$ cat config.mk
export PLATFORM = sky130hd
export DESIGN_NAME = spi_target_loader
export DESIGN_NICKNAME = d
export VERILOG_FILES = /design/src/rtl/spi_target_loader.sv
export SDC_FILE = /design/constraint.sdc
export NUM_CORES = 1
export LEC_CHECK = 0
export ABC_AREA = 1
export CORE_UTILIZATION = 57
export CTS_CLUSTER_DIAMETER = 30
export DETAILED_ROUTE_END_ITERATION = 7
export PLACE_DENSITY_LB_ADDON = 0.3
export SYNTH_ARGS = -nofsm -noshare
export SYNTH_HDL_FRONTEND = slang
export SYNTH_SLANG_ARGS = --single-unit
$ cat constraint.sdc
create_clock -name raw_clk -period 1.9 [get_ports raw_clk]
set_input_delay 0.38 -clock raw_clk [delete_from_list [all_inputs] [get_ports raw_clk]]
set_output_delay 0.38 -clock raw_clk [all_outputs]
set_load 0.02 [all_outputs]
$ cat src/rtl/spi_target_loader.sv
// SPI mode-0 target that streams host bytes into console memory as byte-write strobes,
// with a small command set (write, status readback, clear count) and a completed-load counter.
module spi_target_loader #(
    parameter int unsigned SYNC_STAGES = 2
) (
    input  logic        raw_clk,
    input  logic        reset,
    input  logic        spi_sclk,
    input  logic        spi_cs,
    input  logic        spi_mosi,
    output logic        spi_miso,
    output logic [15:0] mem_address,
    output logic [7:0]  mem_data,
    output logic        mem_write,
    output logic        loading,
    output logic [7:0]  load_count
);

    localparam int unsigned LAST = SYNC_STAGES - 1;

    typedef enum logic [2:0] {
        ST_IDLE,
        ST_CMD,
        ST_ADDR_HI,
        ST_ADDR_LO,
        ST_DATA,
        ST_STATUS,
        ST_IGNORE
    } state_t;

    logic [SYNC_STAGES-1:0] sclk_sync_q;
    logic [SYNC_STAGES-1:0] cs_sync_q;
    logic [SYNC_STAGES-1:0] mosi_sync_q;
    logic [SYNC_STAGES-1:0] vld_sync_q;
    logic                   sclk_prev_q;
    logic                   cs_prev_q;
    logic                   armed_q;

    state_t      state_q;
    logic [6:0]  shift_q;
    logic [2:0]  bit_cnt_q;
    logic [15:0] addr_q;
    logic        wrote_q;
    logic [7:0]  snap_q;
    logic [6:0]  tx_q;
    logic        miso_q;
    logic [15:0] mem_address_q;
    logic [7:0]  mem_data_q;
    logic        mem_write_q;
    logic        loading_q;
    logic [7:0]  load_count_q;

    logic       sclk_s_c;
    logic       cs_s_c;
    logic       mosi_s_c;
    logic       sclk_rise_c;
    logic       sclk_fall_c;
    logic       cs_rise_c;
    logic       cs_fall_c;
    logic [7:0] shift_d;
    logic       byte_done_c;

    assign sclk_s_c    = sclk_sync_q[LAST];
    assign cs_s_c      = cs_sync_q[LAST];
    assign mosi_s_c    = mosi_sync_q[LAST];
    assign sclk_rise_c = sclk_s_c & ~sclk_prev_q;
    assign sclk_fall_c = ~sclk_s_c & sclk_prev_q;
    assign cs_rise_c   = cs_s_c & ~cs_prev_q;
    assign cs_fall_c   = ~cs_s_c & cs_prev_q;
    assign shift_d     = {shift_q, mosi_s_c};
    assign byte_done_c = sclk_rise_c && (bit_cnt_q == 3'd7);

    // Pin synchronizers, previous-value flops for edge detection, and the arming flag.
    // vld_sync_q marks when the cs chain holds real pin samples rather than reset fill,
    // so a cs already low at reset release cannot start a transfer until cs is seen high.
    always_ff @(posedge raw_clk) begin
        if (reset) begin
            sclk_sync_q <= '0;
            cs_sync_q   <= '1;
            mosi_sync_q <= '0;
            vld_sync_q  <= '0;
            sclk_prev_q <= 1'b0;
            cs_prev_q   <= 1'b1;
            armed_q     <= 1'b0;
        end else begin
            sclk_sync_q <= {sclk_sync_q[SYNC_STAGES-2:0], spi_sclk};
            cs_sync_q   <= {cs_sync_q[SYNC_STAGES-2:0], spi_cs};
            mosi_sync_q <= {mosi_sync_q[SYNC_STAGES-2:0], spi_mosi};
            vld_sync_q  <= {vld_sync_q[SYNC_STAGES-2:0], 1'b1};
            sclk_prev_q <= sclk_s_c;
            cs_prev_q   <= cs_s_c;
            armed_q     <= armed_q | (cs_s_c & vld_sync_q[LAST]);
        end
    end

    // Command FSM, byte assembly, write strobes, status shift-out and load counter.
    always_ff @(posedge raw_clk) begin
        if (reset) begin
            state_q       <= ST_IDLE;
            shift_q       <= '0;
            bit_cnt_q     <= '0;
            addr_q        <= '0;
            wrote_q       <= 1'b0;
            snap_q        <= '0;
            tx_q          <= '0;
            miso_q        <= 1'b0;
            mem_address_q <= '0;
            mem_data_q    <= '0;
            mem_write_q   <= 1'b0;
            loading_q     <= 1'b0;
            load_count_q  <= '0;
        end else begin
            mem_write_q <= 1'b0;
            if (cs_rise_c) begin
                if ((state_q == ST_DATA) && wrote_q) begin
                    load_count_q <= load_count_q + 8'd1;
                end
                wrote_q <= 1'b0;
            end
            if (cs_s_c) begin
                state_q   <= ST_IDLE;
                bit_cnt_q <= '0;
                shift_q   <= '0;
                loading_q <= 1'b0;
                miso_q    <= 1'b0;
            end else if (state_q == ST_IDLE) begin
                if (cs_fall_c && armed_q) begin
                    state_q <= ST_CMD;
                end
            end else begin
                if (sclk_rise_c) begin
                    shift_q   <= shift_d[6:0];
                    bit_cnt_q <= bit_cnt_q + 3'd1;
                end
                if (byte_done_c) begin
                    case (state_q)
                        ST_CMD: begin
                            case (shift_d)
                                8'h01: begin
                                    state_q   <= ST_ADDR_HI;
                                    loading_q <= 1'b1;
                                end
                                8'h02: begin
                                    state_q <= ST_STATUS;
                                    snap_q  <= load_count_q;
                                    tx_q    <= load_count_q[6:0];
                                    miso_q  <= load_count_q[7];
                                end
                                8'h03: begin
                                    state_q      <= ST_IGNORE;
                                    load_count_q <= '0;
                                end
                                default: state_q <= ST_IGNORE;
                            endcase
                        end
                        ST_ADDR_HI: begin
                            addr_q[15:8] <= shift_d;
                            state_q      <= ST_ADDR_LO;
                        end
                        ST_ADDR_LO: begin
                            addr_q[7:0] <= shift_d;
                            state_q     <= ST_DATA;
                        end
                        ST_DATA: begin
                            mem_write_q   <= 1'b1;
                            mem_data_q    <= shift_d;
                            mem_address_q <= addr_q;
                            addr_q        <= addr_q + 16'd1;
                            wrote_q       <= 1'b1;
                        end
                        default: ;
                    endcase
                end else if (sclk_fall_c && (state_q == ST_STATUS)) begin
                    // A falling edge at a byte boundary reloads the snapshot so it repeats.
                    if (bit_cnt_q == 3'd0) begin
                        tx_q   <= snap_q[6:0];
                        miso_q <= snap_q[7];
                    end else begin
                        tx_q   <= {tx_q[5:0], 1'b0};
                        miso_q <= tx_q[6];
                    end
                end
            end
        end
    end

    assign spi_miso    = miso_q;
    assign mem_address = mem_address_q;
    assign mem_data    = mem_data_q;
    assign mem_write   = mem_write_q;
    assign loading     = loading_q;
    assign load_count  = load_count_q;

endmodule

==> results.tsv <==
metric	value	unit
final hold vios	0	
Buf+Inv Stages, Crit Path	1	
mapped cell area	4110	µm²
first drt pass iteration count	4	
final instance area	4840	µm²
DRT Wirelength	9920	µm
Clock transition at path regs	0.08	ns
placed cell areas	4630	µm²
Avg WL per Cell	13.7	µm
hold_buf cts	0	
routed vias	3897	
P_int	2670	µW
Yosys cell types	30	
crit start category	register	
Die Wd	86.9	µm
largest delay contributor family on the critical path	buffers and inverters	
# fillers	574	
CTS root buf	clkbuf_8	
CP max stage delay	0.65	ns
Clk pwr share	40.8	%
GR Overflow Total	0	
CP required	1.52	ns
CORE AREA	6870	µm²
Max Cap Violations	0	
CTS tree	built	
first-pass GRT wire length	16500	µm
GRT Overall Usage	28.0	%
Seq pwr share	57.1	%
status	complete, no violations	
worst vdd ir	0.000419	V
Initial Util	59.8	%
Detail Placement HPWL	7140	µm
worst path cell trace	clkdlybuf4s50_1	
Cells after Synth	582	
clk_skew	0.00925	ns
RSZ-0062 raised after global routing	yes	
port bufs	39	
syn nets	592	
slowest CP cell	clkdlybuf4s50_1	
initial DRC count	221	
hold slack	0.413	ns
worst-skew pair later-pin latency	0.36	ns
DRT antenna net count	0	
nets	635	
Final WS setup	0.0765	ns
Final min period	1.82	ns
P&R area growth vs syn	17.8	%
layout cells sized above 1	7.48	%
die area	7550	µm²
max_slew headroom	73.4	%
post-synthesis sequential area ratio	44.4	%
GPL Wtd Cong	0.916	
Seq cells post-synth	91	
Seq. cell area	1820	µm²
initial antenna violation count	0	
yosys warns	0	
crit path max fanout	5	
Layout Utilization	70.4	%
period utilization	96.0	%
Leak	0.00191	µW
WS Path Type	reg -> out	
Switch Pwr	699	µW
CP endpoint kind	primary output	
worst min path class	reg -> reg	
Die Height	86.9	µm
H-tree depth	3	
Syn Area/Cell	7.05	µm²
Final Setup Violations	0	
ant diodes	0	
Comb power frac	2.1	%
I/O pin cnt	40	
worst-case clock buffer depth	2	
Tightest Pin Transition	0.398	ns
switch share	20.8	%
Synth area leaders	dfxtp_1, o21ai_0, nor2_1, nand2_1, a21oi_1	
dpl ws	0.0823	ns
PD cells	696	nW/µm²
overall power	3370	µW
Vias/cell	5.38	
DRC viols	0	
largest net degree at the start of global routing	51	
largest area contributor in the netlist	dfxtp_1	
std cell rows	30	
vias in the first global route	3676	
Synth top area share	44.4	%
max frequency	0.548	GHz
# clock sinks	91	
arrival time at the worst endpoint	1.44	ns
final slew viol count	0	
CTS Buf Count	9	
area of the multi-input gates	1930	µm²
worst paths after layout:
path / from / end / slack [ns] / cells after the start
setup / recovery: load_count[1] / load_count[1] / 0.08 / 1
hold / removal: mosi_sync_q[0] / mosi_sync_q[1] / 0.41 / 2
hold reg to reg: mosi_sync_q[0] / mosi_sync_q[1] / 0.41 / 2
setup reg to reg: bit_cnt_q[1] / snap_q[3] / 0.13 / 8
Yosys cell counts (all sizes together):
master and count:
nand4 8, o22ai 1, ha 5, a211oi 3, nand3b 2, nand3 45
dfxtp 91, o21bai 1, a21oi 61, nand2 87, xor2 5, o21a 1
buf 8, clkbuf 13, o21ai 79, and3 1, nor2 96, inv 68
nor3 5, or2 2
per-stage QoR:
step | instances | TNS [ns]
global route | 724 | -0.308
CTS | 723 | 0
global placement | 709 | 0
finish | 724 | 0
detailed placement | 709 | 0
floorplan | 582 | 0
worst reg2reg max path: stages (launching register included):
cell and delay, ns:
dfxtp_1 0.34, ha_1 0.14, ha_1 0.15, nand3_2 0.18
nor3_2 0.27, nand2_2 0.13, nor2_2 0.26, o21ai_0 0.13
nor2_1 0.10
state kept, by name, indices dropped and copies added, names as in the netlist:
signal,count
mem_write,1
sclk_sync_q,2
sclk_prev_q,1
mem_address,16
load_count,8
snap_q,8
shift_q,7
tx_q,7
spi_miso,1
vld_sync_q,2
wrote_q,1
loading,1
state_q,3
mosi_sync_q,2
bit_cnt_q,3
armed_q,1
addr_q,16
mem_data,8
cs_sync_q,2
cs_prev_q,1
per-layer routing:
metal  wire [µm]  vias up  GRT usage [%]
met5           0        -              0
met4         316        0           15.0
met3         394       26           3.79
met2        4790      108           47.4
met1        4420     1778           34.7
li1            -     1985              -
layout make-up:
| type | count | share of cell area (%) |
|---|---|---|
| Clock buffer | 11 | 2.72 |
| Clock inverter | 3 | 1.35 |
| Inverter | 68 | 5.28 |
| Multi-Input combinational cell | 402 | 39.9 |
| Sequential cell | 91 | 37.7 |
| Tap cell | 96 | 2.48 |
| Timing Repair Buffer | 53 | 10.6 |
cells in the final DEF, fill, tap and decap left out, types with 4 or more instances in the layout:
cell / n
nand2_1: 83
buf_4: 12
nand2_2: 4
nor2_1: 92
a21oi_1: 61
clkbuf_8: 9
xor2_1: 5
nand3_1: 43
inv_2: 5
dfxtp_1: 90
o21ai_1: 8
ha_1: 5
o21ai_0: 70
inv_1: 63
clkdlybuf4s50_1: 38
nand4_1: 8
cell families after synthesis:
kind of cell	after synthesis	share of synthesized area [%]
AOI/OAI and AO/OA	146	18.4
xor gates and xnor gates	5	1.07
adders and majority gates	5	1.52
buffers and inverters	89	8.66
DFF	91	44.4
and+or+nand+nor	246	26.0
what timing repair did:
action	CTS	global route
setup endpoints to repair	1	30
resized for setup	1	2
setup buffers	0	1
power by group through the flow:
stage          logic [µW]  registers [µW]  clock network (µW)
3_3_place_gp         70.5            1970                   0
5_1_grt              81.5            1920                1460
2_1_floorplan        44.5            1970                   0
4_1_cts              72.0            1920                1380
6_report             72.2            1920                1370
3_5_place_dp         71.6            1970                   0
(Power assumes the default switching activity.)
==> edit: new RTL, same flow settings <==
The parameter `SYNC_STAGES` goes from 2 to 4.
--- a/src/rtl/spi_target_loader.sv
+++ b/src/rtl/spi_target_loader.sv
@@ -1,7 +1,7 @@
 // SPI mode-0 target that streams host bytes into console memory as byte-write strobes,
 // with a small command set (write, status readback, clear count) and a completed-load counter.
 module spi_target_loader #(
-    parameter int unsigned SYNC_STAGES = 2
+    parameter int unsigned SYNC_STAGES = 4
 ) (
     input  logic        raw_clk,
     input  logic        reset,
Behaviour: same outputs for any inputs over 10 cycles, from zero or initial values and one cycle with reset high; that may be too few to reach the edited logic, so the function may still have changed.
==> edit against the unedited design <==
  * Sequential cell count grew 8
  * Non-clock buffer count increased by 2
  * Cell area is 5.0% higher
  * Setup slack gained 0.017 ns
  * Area after synthesis rose by 5.7%
  * Hold slack lost 0.010 ns
  * Total power rose by 0.79%
  * Critical path type unchanged
  * Wire length is 1.6% lower
==> edit: results (changes against the unedited design) <==
status complete, no violations; Synth Area in Adders 1.44% (-0.083 points); Clock Buffer Count 10 (-1); post-DP HPWL 7.11 mm (-0.40%); Post-synth top cells 99 x dfxtp_1, 97 x nand2_1, 86 x nor2_1; register share of the cell area 39.0% (+1.3 points); hold path start mosi_sync_q[1]; Switching Power 0.789 mW (+13%); Synth Area in XOR/XNOR 1.21% (+0.14 points); layout net count 652 (+2.7%); Hold Path Sink mosi_sync_q[2]; RR Endpoint addr_q[1]; combinational power 0.0692 mW (-4.2%); Resize count post-CTS 0 (-1); length of the first detailed-routing pass in iterations 5 (+1); wire length on met1 4.77 mm (+8.0%); Synth Area in Compound Gates 18.1% (-0.28 points); DP Area 4900 um^2 (+5.8%); crit path from load_count[3]; routed via count 3998 (+2.6%); # fillers 634 (+10%); Syn Nets 606 (+2.4%); met1 Usage GRT 38.0% (+3.3 points); ClkCell Share 3.45% (-0.61 points); hold path depth 2 (unchanged); Clock power frac 36.4% (-4.4 points); delay-heaviest family, CP buffers and inverters; GRT Util Overall 26.5% (-1.5 points); met3 wire length 501 um (+27%); Slew headroom 70.1% (-3.3 points); met2 wire length 4.36 mm (-9.0%); Worst R2R Setup Slack 0.19 ns (+0.06 ns); comb_multi_in 395 (-1.7%); H-Tree Depth 3 (unchanged); Reg2Reg Depth 9 (+1); sequential element share of the synthesized area 45.7% (+1.3 points); fraction of area in multi-input gates 38.5% (-1.4 points); pin count of the biggest net entering global routing 27 (-47%); Leak 2.05 nW (+7.4%); Iteration-0 DRC Markers 294 (+33%); layout cell share with drive strength beyond 1 10.5% (+3.0 points); Data buffer area share 10.6% (-0.043 points); met2 Use GR 41.4% (-6.0 points); worst vdd ir 411 uV (-1.9%); Clock Skew 0.00857 ns (-0.000681 ns); crit path max fanout 6 (+1); Yosys cell types 33 (+10%); nonclk buf count 55 (+3.8%); Final GP Congestion 0.892 (-2.5%); top cells by area, synth dfxtp_1 46%, nand2_1 8.4%, a21oi_1 7.5%; register area 1980 um^2 (+8.7%); Inverters 82 (+21%); Detailed Route WL 9.76 mm (-1.6%); GR met3 Demand/Resource 3.51% (-0.28 points); CP endpoint load_count[3]; vias in the first global route 3562 (-3.1%); clk slew on worst S/H paths 0.10 ns (+0.02 ns); clock sinks 99 (+8.8%); first-pass GRT wire length 16.2 mm (-1.8%); Worst Path Arrival 1.43 ns
edit: changes by cell type after synthesis, moves of 5 or more:
| cell | unedited run | this run |
|---|---|---|
| a211oi_1 | 3 | 8 |
| dfxtp_1 | 91 | 99 |
| inv_1 | 63 | 69 |
| inv_2 | 5 | 13 |
| nand2_1 | 83 | 97 |
| nand3_1 | 43 | 24 |
| nor2_1 | 92 | 86 |
| o211ai_1 | 0 | 5 |
| o21ai_0 | 70 | 48 |
edit: metrics by stage:
stage | setup WS (ns) | power, mW | util [%] | cells | hold slack (ns)
floorplan | 0.375 | 2.18 | - | 596 | 0.388
global placement | 0.249 | 2.21 | 67.1 | 730 | 0.391
detailed placement | 0.168 | 2.21 | 67.1 | 730 | 0.393
CTS | 0.0324 | 3.41 | 69.5 | 746 | 0.403
global route | 0.0206 | 3.51 | 69.7 | 746 | 0.415
finish | 0.0935 | 3.39 | 69.7 | 746 | 0.403
